<file path="config.mk">
export PLATFORM = sky130hd
export DESIGN_NAME = signext_pipe_flat
export DESIGN_NICKNAME = d
export VERILOG_FILES = /design/src/rtl/signext_pkg.sv /design/src/rtl/signext_pipe_if.sv /design/src/rtl/signext_core.sv /design/src/rtl/signext_pipe.sv /design/src/flat_wrapper.sv
export SDC_FILE = /design/constraint.sdc
export NUM_CORES = 1
export LEC_CHECK = 0
export CORE_UTILIZATION = 64
export DETAILED_ROUTE_END_ITERATION = 8
export DONT_BUFFER_PORTS = 1
export MAX_ROUTING_LAYER = met4
export PLACE_DENSITY = 0.8
export SYNTH_ARGS = -nofsm -noshare
export SYNTH_HDL_FRONTEND = slang
export SYNTH_SLANG_ARGS = --single-unit
</file>
<file path="constraint.sdc">
create_clock -name clk -period 3 [get_ports clk]
set_input_delay 0.15 -clock clk [delete_from_list [all_inputs] [get_ports clk]]
set_output_delay 0.15 -clock clk [all_outputs]
set_load 0.02 [all_outputs]
</file>
<file path="src/rtl/signext_pkg.sv">
// Shared types for the immediate sign/zero-extension pipe.
// Mode and skid-buffer state encodings.
package signext_pkg;

  typedef enum logic [1:0] {
    ZEXT     = 2'b00,
    SEXT     = 2'b01,
    SEXT_SHL = 2'b10,
    RSVD     = 2'b11
  } mode_e;

  typedef enum logic [1:0] {
    S_EMPTY = 2'b00,
    S_ONE   = 2'b01,
    S_FULL  = 2'b10
  } skid_e;

endpackage

</file>
<file path="src/rtl/signext_pipe_if.sv">
// Valid/ready bundle for signext_pipe: input side and output side.
// master = producer/consumer environment, slave = the pipe.
interface signext_pipe_if #(
  parameter int IN_W  = 4,
  parameter int OUT_W = 8
);

  logic             in_valid;
  logic             in_ready;
  logic [IN_W-1:0]  in_data;
  logic [1:0]       in_mode;
  logic             out_valid;
  logic             out_ready;
  logic [OUT_W-1:0] out_data;
  logic             out_err;

  modport master (
    output in_valid,
    output in_data,
    output in_mode,
    output out_ready,
    input  in_ready,
    input  out_valid,
    input  out_data,
    input  out_err
  );

  modport slave (
    input  in_valid,
    input  in_data,
    input  in_mode,
    input  out_ready,
    output in_ready,
    output out_valid,
    output out_data,
    output out_err
  );

endinterface

</file>
<file path="src/rtl/signext_core.sv">
// Combinational immediate extension: ZEXT, SEXT, SEXT_SHL, and
// reserved mode (SEXT result flagged with err).
module signext_core
  import signext_pkg::*;
#(
  parameter int IN_W  = 4,
  parameter int OUT_W = 8,
  parameter int SHAMT = 1
) (
  input  logic [IN_W-1:0]  data_i,
  input  mode_e            mode_i,
  output logic [OUT_W-1:0] data_o,
  output logic             err_o
);

  logic [OUT_W-1:0] zext;
  logic [OUT_W-1:0] sext;

  assign zext = {{(OUT_W-IN_W){1'b0}}, data_i};
  assign sext = {{(OUT_W-IN_W){data_i[IN_W-1]}}, data_i};

  always_comb begin
    data_o = sext;
    err_o  = 1'b0;
    unique case (mode_i)
      ZEXT:     data_o = zext;
      SEXT:     data_o = sext;
      SEXT_SHL: data_o = sext << SHAMT;
      RSVD:     err_o  = 1'b1;
      default:  data_o = sext;
    endcase
  end

endmodule

</file>
<file path="src/rtl/signext_pipe.sv">
// Immediate extension pipe with a 2-entry skid buffer on the output.
// Optional SIGNEXT_PIPE_STATS_EN adds a saturating negative-result counter.
module signext_pipe
  import signext_pkg::*;
#(
  parameter int IN_W  = 4,
  parameter int OUT_W = 8,
  parameter int SHAMT = 1
) (
  input  logic             clk,
  input  logic             rst_n,
  signext_pipe_if.slave    bus
`ifdef SIGNEXT_PIPE_STATS_EN
  ,
  output logic [15:0]      neg_count
`endif
);

  typedef struct packed {
    logic             err;
    logic [OUT_W-1:0] data;
  } entry_t;

  skid_e  state_q, state_d;
  entry_t head_q, head_d;
  entry_t tail_q, tail_d;
  entry_t res;
  logic   in_ready_q, in_ready_d;
  logic   in_fire, out_fire, out_valid;
  logic [OUT_W-1:0] res_data;
  logic   res_err;

  signext_core #(
    .IN_W (IN_W),
    .OUT_W(OUT_W),
    .SHAMT(SHAMT)
  ) u_core (
    .data_i(bus.in_data),
    .mode_i(mode_e'(bus.in_mode)),
    .data_o(res_data),
    .err_o (res_err)
  );

  assign res      = '{err: res_err, data: res_data};
  assign in_fire  = bus.in_valid && in_ready_q;
  assign out_fire = out_valid && bus.out_ready;

  always_ff @(posedge clk or negedge rst_n) begin
    if (!rst_n) begin
      state_q    <= S_EMPTY;
      head_q     <= '0;
      tail_q     <= '0;
      in_ready_q <= 1'b0;
    end else begin
      state_q    <= state_d;
      head_q     <= head_d;
      tail_q     <= tail_d;
      in_ready_q <= in_ready_d;
    end
  end

  always_comb begin
    state_d = state_q;
    unique case (state_q)
      S_EMPTY: if (in_fire) state_d = S_ONE;
      S_ONE: begin
        if (in_fire && !out_fire)      state_d = S_FULL;
        else if (!in_fire && out_fire) state_d = S_EMPTY;
      end
      S_FULL:  if (out_fire) state_d = S_ONE;
      default: state_d = S_EMPTY;
    endcase
  end

  // head is always the oldest entry; tail only fills while head is stalled
  always_comb begin
    head_d = head_q;
    tail_d = tail_q;
    unique case (state_q)
      S_EMPTY: if (in_fire) head_d = res;
      S_ONE: begin
        if (in_fire && out_fire) head_d = res;
        else if (in_fire)        tail_d = res;
      end
      S_FULL:  if (out_fire) head_d = tail_q;
      default: head_d = head_q;
    endcase
  end

  always_comb begin
    in_ready_d    = (state_d != S_FULL);
    out_valid     = (state_q != S_EMPTY);
    bus.out_valid = out_valid;
    bus.out_data  = head_q.data;
    bus.out_err   = head_q.err;
    bus.in_ready  = in_ready_q;
  end

`ifdef SIGNEXT_PIPE_STATS_EN
  logic [15:0] neg_count_q, neg_count_d;

  always_comb begin
    neg_count_d = neg_count_q;
    if (out_fire && head_q.data[OUT_W-1] && neg_count_q != 16'hFFFF)
      neg_count_d = neg_count_q + 16'd1;
  end

  always_ff @(posedge clk or negedge rst_n) begin
    if (!rst_n) neg_count_q <= '0;
    else        neg_count_q <= neg_count_d;
  end

  assign neg_count = neg_count_q;
`endif

endmodule

</file>
<file path="src/flat_wrapper.sv">
// flat-port wrapper written by rule: the top's interface ports become plain ports
module signext_pipe_flat import signext_pkg::*;
#(
  parameter int IN_W  = 4,
  parameter int OUT_W = 8,
  parameter int SHAMT = 1
)
  (clk, rst_n, bus_in_valid, bus_in_data, bus_in_mode, bus_out_ready, bus_in_ready, bus_out_valid, bus_out_data, bus_out_err);
  signext_pipe_if #(.IN_W(IN_W), .OUT_W(OUT_W)) bus_i ();
  input  logic clk;
  input  logic rst_n;
  input wire logic [$bits(bus_i.in_valid)-1:0] bus_in_valid;
  input wire logic [$bits(bus_i.in_data)-1:0] bus_in_data;
  input wire logic [$bits(bus_i.in_mode)-1:0] bus_in_mode;
  input wire logic [$bits(bus_i.out_ready)-1:0] bus_out_ready;
  output wire logic [$bits(bus_i.in_ready)-1:0] bus_in_ready;
  output wire logic [$bits(bus_i.out_valid)-1:0] bus_out_valid;
  output wire logic [$bits(bus_i.out_data)-1:0] bus_out_data;
  output wire logic [$bits(bus_i.out_err)-1:0] bus_out_err;
  assign bus_i.in_valid = bus_in_valid;
  assign bus_i.in_data = bus_in_data;
  assign bus_i.in_mode = bus_in_mode;
  assign bus_i.out_ready = bus_out_ready;
  assign bus_in_ready = bus_i.in_ready;
  assign bus_out_valid = bus_i.out_valid;
  assign bus_out_data = bus_i.out_data;
  assign bus_out_err = bus_i.out_err;
  signext_pipe #(.IN_W(IN_W), .OUT_W(OUT_W), .SHAMT(SHAMT)) u_core (.clk(clk), .rst_n(rst_n), .bus(bus_i));
endmodule
</file>
==> metrics.yaml <==
nets: 87
report.final.slew_viol_count: 0
worstPathCellList: "and4b_4 > a211oi_4 > mux2_4"
regArea_um2: 375
period_minus_slack_ns: 1.70
rows: 13
internal_power_mw: 0.499
firstDrtPassIters: 4
die_w_um: 39.2
irDropWorstVdd_mv: 0.486
clk_latency_ns: 0.28
finalHoldViolCount: 0
critPathMaxFanout: 12
path_clk_slew_ns: 0.09
hold_path.class: "in -> reg"
r2r-start: "u_core.state_q[1]"
pwr-share-comb_pct: 31.8
drive_above_1_share_pct: 23.7
place_congestion: 0.745
required_ns: 3.17
synth_flop_cell: "dfrtp_1"
cts_tree: "yes"
cp_slowest_cell: "dfrtp_1"
drt-initial-drc-count: 8
start_util_pct: 68.8
multi_input_area_um2: 459
htreeDepth: 1
io_pins: 21
outcome: "complete, no violations"
final_cell_area_um2: 928
leakage_nw: 0.447
ant_nets: 0
dp_hpwl_um: 1190
switchingPower_mw: 0.339
setup_tns_ns: 0
drcViolationCount: 0
wire_per_inst_um: 17.8
synth_area_leaders: "dfrtp_1, mux2_4, mux2i_1"
cts_buffers: 3
syn_area_um2: 885
highest_layer: "met4"
cts_resized: 0
synth_edf_count: 0
post-synth-top-count-cell: "dfrtp_1"
slowest_delay_ns: 0.58
ys_seq_area_share_pct: 42.4
rsz0062_at_grt: "false"
cts.path.max_buffers: 2
synthDistinctLibCells: 28
drv_cap: 0
final_core_util_pct: 72.2
yosysTopAreaCell: "dfrtp_1"
areaGrowthSynthToFinish_pct: 4.95
wl_met2_um: 717
grt_usage_pct: 26.9
async_reset_ff_share_pct: 100
tightest_slew_ns: 0.738
dr_wl_met3_um: 102
avgSynthCellArea_um2: 12.0
grt_pass1_vias: 565
die_h_um: 39.2
cts_root_buffer: "clkbuf_4"
cts_sinks: 15
crit_start: "u_core.state_q[1]"
core-area_mm2: 0.00128
crit_family: "flip-flops"
p_per_area_mw_per_mm2: 902
grt_max_degree: 16
fmax_mhz: 588
crit_type: "reg -> reg"
place_area_um2: 872
antenna_found_initial: 0
pwr-share-clk_pct: 14.2
setup_viol_count_final: 0
worst-path-buf-inv: 0
fin_crit_sh_pct: 56.7
swShare_pct: 40.5
diodes: 0
synth_fp_nets: 84
vias: 568
synth_cells: 74
ys_warn_count: 0
drt-total-wl_um: 1620
port_buffers: 0
cts_setup_buffers: 0
synth.ff_latch_count: 15
synth_top_cell_area_share_pct: 42.4
maxSlewHeadroom_pct: 50.8
grt_pass1_wl_um: 2590
routed_via_density: 6.24
wl_met1_um: 782
synth_common_cells: "dfrtp_1, mux2i_1, inv_1, mux2_4, a21o_1"
dieArea_mm2: 0.00153
grt_overflow: 0
holdCritStartpoint: "bus_out_ready"
seqPwrFrac_pct: 54.1
fill_cells: 106
cp-end-kind: "flop"
skew_ns: 0.00245
rrSetupSlack_ns: 1.30
start_kind: "flop"
worstPathArrival_ns: 1.88
per-stage QoR:
step | setup slack, ns | power (mW) | hold WS [ns] | std cells
floorplan | 1.49 | 0.689 | -0.146 | 74
global placement | 1.40 | 0.704 | -0.145 | 84
detailed placement | 1.32 | 0.716 | -0.145 | 84
CTS | 1.31 | 0.836 | 0.00150 | 90
global route | 1.23 | 0.890 | 0.0459 | 91
finish | 1.30 | 0.838 | 0.0220 | 91
cells in the final DEF, fill, tap and decap left out:
cell,count
dfrtp_1,15
a211oi_1,3
mux2i_1,7
a31oi_1,1
and3b_2,1
clkbuf_1,1
nand4b_1,1
and3b_1,3
o2bb2ai_1,3
and4bb_4,1
and4b_2,3
o21a_1,1
nor3b_4,1
nor3_1,3
nor2b_2,1
dlygate4sd3_1,3
nand2b_1,2
a21oi_1,1
a21o_1,4
o21ai_1,1
mux2_4,5
clkbuf_4,3
and2b_4,1
nand2_1,3
or2_1,1
a211oi_4,1
and4b_4,1
inv_1,5
worst paths after layout:
path / to / depth (start not counted)
max: u_core.bus.out_err / 3
min: u_core.state_q[0] / 2
max reg2reg: u_core.bus.out_err / 3
min reg2reg: u_core.tail_q[2] / 1
max in group asynchronous: u_core.state_q[1] / 1
min in group asynchronous: u_core.bus.out_data[2] / 1
state kept, by name, summed over array words and instances (netlist names):
signal	count
u_core.tail_q	6
u_core.state_q	2
u_core.bus.out_err	1
u_core.bus.out_data	5
u_core.bus.in_ready	1
layer usage:
layer  global-route usage (%)  vias up
met5                        -        -
met4                     7.76        0
met3                     8.67        4
met2                     38.3       20
met1                     36.4      268
li1                         -      276
cell families after synthesis:
logic type,count (synthesis),synth area share (%)
muxes,12,16.4
and+or+nand+nor,22,21.6
DFF,15,42.4
buffers and inverters,10,5.66
AOI/OAI and AO/OA,15,13.9
layout make-up:
class	instances	area share, %
multi-input combinational	49	49.5
sequential	15	40.4
timing repair buffer	3	3.23
clock buffer	4	2.83
inverter	5	2.02
tap	15	2.02
power groups by stage:
stage	registers [mW]	clock network, mW	logic, mW
after global routing	0.472	0.127	0.292
final	0.453	0.119	0.266
after global placement	0.453	0	0.251
after CTS	0.453	0.116	0.266
after floorplan	0.398	0	0.291
after detailed placement	0.457	0	0.260
timing repair:
item | in CTS | in global routing
endpoints found under the hold margin | 16 | 1
hold buffers | 2 | 1
endpoints found under the setup margin | 0 | 0
Note: power is estimated with default switching activity, not from simulation.
